`config.mk`:
```
export PLATFORM = sky130hd
export DESIGN_NAME = layer_scheduler
export DESIGN_NICKNAME = d
export VERILOG_FILES = /design/src/rtl/layer_scheduler.sv
export SDC_FILE = /design/constraint.sdc
export NUM_CORES = 1
export LEC_CHECK = 0
export CORE_MARGIN = 3
export CORE_UTILIZATION = 45
export DETAILED_ROUTE_END_ITERATION = 10
export PLACE_DENSITY = 0.77
export SLEW_MARGIN = 30
export SYNTH_ARGS = -nofsm -noshare
export SYNTH_HDL_FRONTEND = slang
export SYNTH_SLANG_ARGS = --single-unit
```
`constraint.sdc`:
```
create_clock -name clk -period 3.91 [get_ports clk]
set_clock_uncertainty 0.05 [all_clocks]
set_input_delay 0.782 -clock clk [delete_from_list [all_inputs] [get_ports clk]]
set_output_delay 0.782 -clock clk [all_outputs]
set_load 0.005 [all_outputs]
```
`src/rtl/layer_scheduler.sv`:
```
// Sequences conv -> fc1 -> fc2 per image over a batch, with ping-pong buffer select,
// per-wait-state watchdog, abort and a sticky timeout error state.
module layer_scheduler #(
  parameter int               IMG_W     = 8,
  parameter int               WDT_W     = 20,
  parameter logic [WDT_W-1:0] WDT_LIMIT = 20'hFFFFF
) (
  input  logic             clk,
  input  logic             srst,
  input  logic             start,
  input  logic [IMG_W-1:0] num_img,
  input  logic             abort,
  output logic             conv_start,
  input  logic             conv_done,
  output logic             fc1_start,
  input  logic             fc1_done,
  output logic             fc2_start,
  input  logic             fc2_done,
  output logic             mem_sel,
  output logic             busy,
  output logic [IMG_W-1:0] img_cnt,
  output logic             batch_done,
  output logic             timeout
);

  typedef enum logic [3:0] {
    IDLE, CONV_GO, CONV_WAIT, FC1_GO, FC1_WAIT, FC2_GO, FC2_WAIT, NEXT, FINISH, ERR
  } state_t;

  state_t           state_q, state_d;
  logic [WDT_W-1:0] wdt_q, wdt_d, wdt_inc;
  logic [IMG_W-1:0] num_q, num_d;
  logic [IMG_W-1:0] cnt_q, cnt_d, cnt_inc;
  logic             mem_sel_q, mem_sel_d;
  logic             timeout_q, timeout_d;
  logic             conv_start_q, conv_start_d;
  logic             fc1_start_q, fc1_start_d;
  logic             fc2_start_q, fc2_start_d;
  logic             busy_q, busy_d;
  logic             batch_done_q, batch_done_d;
  logic             wait_done;

  assign wdt_inc = wdt_q + 1'b1;
  assign cnt_inc = cnt_q + 1'b1;

  // Only the done belonging to the current wait state counts; all others are ignored.
  assign wait_done = ((state_q == CONV_WAIT) && conv_done) ||
                     ((state_q == FC1_WAIT)  && fc1_done)  ||
                     ((state_q == FC2_WAIT)  && fc2_done);

  always_comb begin
    state_d   = state_q;
    wdt_d     = wdt_q;
    num_d     = num_q;
    cnt_d     = cnt_q;
    mem_sel_d = mem_sel_q;
    timeout_d = timeout_q;

    if (abort && (state_q != IDLE) && (state_q != ERR)) begin
      state_d = IDLE;
    end else begin
      case (state_q)
        IDLE: begin
          if (start) begin
            cnt_d = '0;
            if (num_img != '0) begin
              num_d   = num_img;
              state_d = CONV_GO;
            end else begin
              state_d = FINISH;
            end
          end
        end
        CONV_GO: begin state_d = CONV_WAIT; wdt_d = '0; end
        FC1_GO:  begin state_d = FC1_WAIT;  wdt_d = '0; end
        FC2_GO:  begin state_d = FC2_WAIT;  wdt_d = '0; end
        CONV_WAIT, FC1_WAIT, FC2_WAIT: begin
          if (wait_done) begin
            state_d = (state_q == CONV_WAIT) ? FC1_GO :
                      (state_q == FC1_WAIT)  ? FC2_GO : NEXT;
          end else begin
            wdt_d = wdt_inc;
            if (wdt_inc == WDT_LIMIT) begin
              state_d   = ERR;
              timeout_d = 1'b1;
            end
          end
        end
        NEXT: begin
          cnt_d     = cnt_inc;
          mem_sel_d = ~mem_sel_q;
          state_d   = (cnt_inc == num_q) ? FINISH : CONV_GO;
        end
        FINISH:  state_d = IDLE;
        ERR:     state_d = ERR;
        default: state_d = IDLE;
      endcase
    end

    // Outputs are registered decodes of the next state so they align with the state.
    conv_start_d = (state_d == CONV_GO);
    fc1_start_d  = (state_d == FC1_GO);
    fc2_start_d  = (state_d == FC2_GO);
    busy_d       = (state_d != IDLE) && (state_d != ERR);
    batch_done_d = (state_d == FINISH);
  end

  always_ff @(posedge clk) begin
    if (srst) begin
      state_q      <= IDLE;
      wdt_q        <= '0;
      cnt_q        <= '0;
      mem_sel_q    <= 1'b0;
      timeout_q    <= 1'b0;
      conv_start_q <= 1'b0;
      fc1_start_q  <= 1'b0;
      fc2_start_q  <= 1'b0;
      busy_q       <= 1'b0;
      batch_done_q <= 1'b0;
    end else begin
      state_q      <= state_d;
      wdt_q        <= wdt_d;
      cnt_q        <= cnt_d;
      mem_sel_q    <= mem_sel_d;
      timeout_q    <= timeout_d;
      conv_start_q <= conv_start_d;
      fc1_start_q  <= fc1_start_d;
      fc2_start_q  <= fc2_start_d;
      busy_q       <= busy_d;
      batch_done_q <= batch_done_d;
    end
    num_q <= num_d;
  end

  assign conv_start = conv_start_q;
  assign fc1_start  = fc1_start_q;
  assign fc2_start  = fc2_start_q;
  assign mem_sel    = mem_sel_q;
  assign busy       = busy_q;
  assign img_cnt    = cnt_q;
  assign batch_done = batch_done_q;
  assign timeout    = timeout_q;

endmodule

```
# ---- Yosys cells after proc, flatten, opt, wreduce, memory -nomap -nowiden
# Cells that the tools add are included.
dict set report classes {
  addsub 2
  n_mul 0
  n_div 0
  magnitude_cmp 0
  eq_ne 18
  n_shift 0
  mux 13
  bitwise_logic 3
  n_reduce_logical 21
}
# cell count
set ops {}
lappend ops {{$pmux W20 S2} 1}
lappend ops {{$pmux W4 S7} 1}
lappend ops {{$mux W4} 6}
lappend ops {{$add A20 B1 Y20 const B} 1}
lappend ops {{$eq A20 B20 Y1 const B} 1}
lappend ops {{$eq A4 B3 Y1 const B} 5}
lappend ops {{$mux W20} 1}
lappend ops {{$pmux W8 S2} 1}
lappend ops {{$eq A4 B2 Y1 const B} 3}
lappend ops {{$add A8 B1 Y8 const B} 1}
lappend ops {{$eq A4 B1 Y1 const B} 2}
lappend ops {{$eq A4 B4 Y1 const B} 2}
lappend ops {{$eq A8 B8 Y1} 1}
lappend ops {{$mux W8} 1}
lappend ops {{$ne A4 B4 Y1 const B} 2}
lappend ops {{$reduce_and A4 Y1} 2}
lappend ops {{$reduce_bool A4 Y1} 2}
lappend ops {{$reduce_bool A8 Y1} 1}
lappend ops {{$logic_and A1 B1 Y1} 6}
lappend ops {{$reduce_and A3 Y1} 2}
lappend ops {{$reduce_or A3 Y1} 2}
lappend ops {{$logic_not A4 Y1} 1}
lappend ops {{$ne A2 B2 Y1 const B} 2}
lappend ops {{$reduce_bool A2 Y1} 2}
lappend ops {{5 further kinds} 8}
dict set report word_totals {
  ff_bits 47
  latch_bits 0
  ram_bits 0
  mem_bits_ro 0
  inputBits 15
  out_inout_bits 15
  elab_cells 68
  memories 0
}

# ---- Depth between registers and ports, before layout
dict set report depth {
  ltp_word 9
  depth_mapped 10
  depth_no_buf 10
}

# ---- Least setup slack after synthesis
# No wires, ideal clock.
dict set report synth_path {
  path_type {register to register}
  start {reg wdt_q[0]}
  end {reg busy_q (netlist: busy)}
  setup_ns 0.119
  t_arrival_ns 2.535
  t_required_ns 3.741
  slack_ns 1.206
  stages_incl_launch_ff 10
  n_path_buf 0
  period_less_slack_ns 2.704
  path_cell_list {dfxtp_1 -> ha_1 -> nand3_4 -> or3_4 -> or4_4 -> nand2_1 -> and4b_1 -> a221oi_1 -> or2_1 -> o221a_1}
}
dict set report synth_via {
  elab_chain_cells 8
  word_cells_on_any_way 9
  classes_between {1 x add/sub; 2 x eq/ne; 4 x mux; 2 x reduce/logical}
}
# item line_no
set synth_rtl {}
lappend synth_rtl {{start: declaration} 31} ;# logic [WDT_W-1:0] wdt_q, wdt_d, wdt_inc;
lappend synth_rtl {{start signal: assignment} 122} ;# wdt_q <= wdt_d;
lappend synth_rtl {{$add A20 B1 Y20 *} 43} ;# assign wdt_inc = wdt_q + 1'b1;
lappend synth_rtl {{$eq A20 B20 Y1 *} 83} ;# if (wdt_inc == WDT_LIMIT) begin
lappend synth_rtl {{$mux W4 *} 83}
lappend synth_rtl {{$mux W4 *} 78} ;# if (wait_done) begin
lappend synth_rtl {{$pmux W4 S7 *} 62} ;# case (state_q)
lappend synth_rtl {{$mux W4 *} 59} ;# if (abort && (state_q != IDLE) && (state_q != ERR)) begin
lappend synth_rtl {{$ne A4 B4 Y1 / $reduce_bool A4 Y1 (equally long branches)} 104} ;# busy_d = (state_d != IDLE) && (state_d != ERR);
lappend synth_rtl {{$logic_and A1 B1 Y1 *} 104}
lappend synth_rtl {{end signal: assignment} 129} ;# busy_q <= busy_d;
lappend synth_rtl {{end: declaration} 39} ;# logic busy_q, busy_d;
# Every way passes the cells marked *; elsewhere a longest branch is shown, timed or not.
# A chain may end at the register's enable or synchronous reset.

# ---- Worst setup path after layout
dict set report layout_path {
  start {reg wdt_q[0]}
  end {reg fc1_start_q (netlist: fc1_start)}
}
dict set report layout_via {
  elab_chain_cells 7
}
# item line_no
set layout_rtl {}
lappend layout_rtl {{$add A20 B1 Y20} 43}
lappend layout_rtl {{$eq A20 B20 Y1} 83}
lappend layout_rtl {{$mux W4} 83}
lappend layout_rtl {{$mux W4} 78}
lappend layout_rtl {{$pmux W4 S7} 62}
lappend layout_rtl {{$mux W4} 59}
lappend layout_rtl {{$eq A4 B2 Y1} 102} ;# fc1_start_d = (state_d == FC1_GO);
lappend layout_rtl {{end signal: assignment} 127} ;# fc1_start_q <= fc1_start_d;
lappend layout_rtl {{end: declaration} 37} ;# logic fc1_start_q, fc1_start_d;
# Every way passes these cells.

==> results by group <==
Yosys
  – Syn_nets: 356
  – Syn Area/Cell: 8.30 µm²
  – Register bit total from synthesis: 47
  – Top_reg_cell synth: dfxtp_1
  – Post-synth cell types: 68
  – Post-synth EDFFs: 8
  – Post-Syn Instances: 338
  – Synth warn: 0
  – Register area share after synthesis: 0.364
  – Cell Area, Synth: 2800 µm²
  – Async set or reset register ratio after synthesis: 0

Power and ir drop
  – P_leak: 1.13 nW
  – Power per cell area: 292 nW/µm²
  – Maximum VDD drop: 0.177 mV
  – Post-route total power: 948 µW

Final layout
  – Non-filler cells, final: 435
  – Area Growth Syn to Fin: 15.8%
  – N_diodes: 0
  – Fraction of layout cells with a size suffix above 1: 0.0889
  – Final net count: 377

Worst setup path
  – Worst EP arrival: 3.16 ns
  – Crit-path cells: ha_1, nand3_4, or3_4, or4_4, a21oi_2, and3_2, a21o_1, nand2_1, nor4b_2
  – WS Path Type: reg2reg
  – R2R depth: 9
  – R2R Path End: fc1_start
  – Worst path required time: 4.08 ns
  – CP peak stage delay: 0.50 ns
  – CP max stage cell: or4_4
  – Crit-path max FO: 10
  – Worst R2R Start: wdt_q[0]
  – CP Capture Type: flip-flop
  – CP endpoint: fc1_start
  – CP startpoint: wdt_q[0]
  – Critical Path Source Type: flip-flop
  – Slack of the worst reg-to-reg path: 0.92 ns

Global routing
  – Antenna violations before repair: 0
  – Grt total ovfl: 0
  – First-pass GRT wire length: 11000 µm
  – Vias in the first global route: 2431
  – Largest net degree at the start of global routing: 21
  – Tot GR Track Use: 0.183

Clock network
  – Reg clk slew, reported paths: 0.09 ns
  – Clock Tree Root: clkbuf_8
  – Clk Latency, worst-skew pair: 0.30 ns
  – Hold-fix buffers, CTS: 0
  – TritonCTS Buffers: 5
  – Post-CTS Setup Inserts: 0
  – CTS tree: done
  – H-tree depth: 2
  – Clk sinks: 47
  – Post-CTS sizing: 0
  – Worst-case clock buffer depth: 2

Min path
  – Hold Startpoint: timeout
  – HP Class: reg2reg

Route
  – Vias per cell: 5.81
  – WL/cell: 14.5 µm
  – Initial DRC Count: 184
  – Via Count: 2527
  – DRC errors left: 0
  – Pre-antenna DRT Iters: 4
  – Routed WL: 6310 µm
  – Antenna Violating Nets Remaining: 0

Placed design
  – GPL Wtd Cong: 0.841
  – Dpl cells: 427
  – I/O Buffers: 29
  – Dpl hpwl: 4570 µm

Flow run
  – Max-cap violations: 0

Floorplan
  – Die area: 7210 µm²
  – Row Count: 28
  – Core outline area: 5990 µm²
  – Die width: 84.9 µm
  – Chip height: 84.9 µm
  – IO Pins: 30
  – Initial core utilization: 0.468

Outcome
  – Status: completed

Timing
  – Period utilization: 0.765
  – Slew Viols, Final: 0
  – Unrepaired setup endpoints after global routing: no
  – Slew margin rel.: 0.534
  – Fin crit period: 2.99 ns
  – Fin. Hold Viols: 0
  – Setup violators final: 0
  – Setup TNS: 0 ns
  – Worst-margin pin slew: 0.697 ns
  – Fmax: 334 MHz
-- cells by family after synthesis --
group,after synthesis,share of synthesized area
adder cells (fa/ha/maj),3,0.0134
AO/OA/AOI/OAI,95,0.222
multiplexers,1,0.00402
XOR/XNOR,15,0.0469
AND/OR/NAND/NOR,147,0.307
flip-flops,47,0.364
buffers and inverters,30,0.0428
-- power by group --
part,internal [mW],total [mW],switching (mW)
combinational,0.0363,0.0770,0.0407
clock,0.191,0.361,0.170
sequential,0.502,0.510,0.00770
total,0.729,0.948,0.219
-- metal layers --
metal	GRT usage	share of wire	vias up
met5	0	0	-
li1	-	-	1278
met2	0.315	0.49	45
met3	0.0379	0.029	6
met1	0.230	0.47	1198
met4	0.0576	0.0090	0
-- stage by stage --
step	cell area (µm²)	worst slack, ns	util	hold slack [ns]
after CTS	3250	0.900	0.542	0.454
after global routing	3250	0.660	0.542	0.482
after floorplan	2800	1.21	-	0.410
after global placement	3140	0.806	0.523	0.424
final	3250	0.917	0.542	0.450
after detailed placement	3140	0.768	0.523	0.423
-- worst min-delay path by stage --
stage | endpoint | depth (start not counted)
final | timeout | 2
after floorplan | timeout | 2
after global routing | wdt_q[15] | 2
after global placement | timeout | 2
after detailed placement | timeout | 2
after CTS | timeout | 2
-- registers in the layout, indices dropped and copies added, names as in the netlist --
signal / flops
mem_sel: 1
num_q: 8
timeout: 1
state_q: 4
wdt_q: 20
fc2_start: 1
fc1_start: 1
conv_start: 1
busy: 1
batch_done: 1
img_cnt: 8
-- final cells by class --
type,instances,area [µm²]
tap,75,93.8
clock inverter,3,43.8
timing repair buffer,32,313
inverter,12,45.0
multi-input combinational,261,1660
fill,530,2740
sequential,47,1020
clock buffer,5,68.8
-- Yosys cell counts (4+ instances only) --
cell type | n | share of area
nor2_1 | 47 | 0.063
dfxtp_1 | 39 | 0.28
a21oi_1 | 32 | 0.057
nand2_1 | 20 | 0.027
o21ai_0 | 19 | 0.034
clkbuf_1 | 14 | 0.019
nand3_1 | 13 | 0.023
inv_1 | 12 | 0.016
a31oi_1 | 8 | 0.018
edfxtp_1 | 8 | 0.086
nor3_1 | 8 | 0.014
xor2_1 | 8 | 0.025
xnor2_1 | 7 | 0.022
nand3b_1 | 6 | 0.016
nand4_1 | 5 | 0.011
nor2b_1 | 5 | 0.011
a211oi_1 | 4 | 0.011
and3_1 | 4 | 0.0089
or3_1 | 4 | 0.0089
-- layout by cell type (no fill, tap or decap), types with 3 or more instances in the layout --
cell,count
nand3_1,13
xnor2_1,7
nand2_1,20
a21o_1,3
or3_1,4
a21oi_1,32
a2111oi_0,3
nor2b_1,5
edfxtp_1,8
xor2_1,8
buf_4,3
inv_1,12
o21ai_0,19
ha_1,3
or4_1,3
o2111ai_1,3
a211oi_1,4
a31oi_1,8
clkbuf_8,5
nand3b_1,6
a22oi_1,3
nand4_1,5
nor3_1,8
and3_1,4
nor2_1,47
dfxtp_1,39
clkdlybuf4s50_1,29
-- critical path, delay by kind of cell, from the launching register on --
kind,cells,cell delay [ns]
simple gates,6,1.72
compound gates,2,0.33
fa+ha+maj,1,0.34
flops,1,0.46
Note: power is estimated with default switching activity, not from simulation.
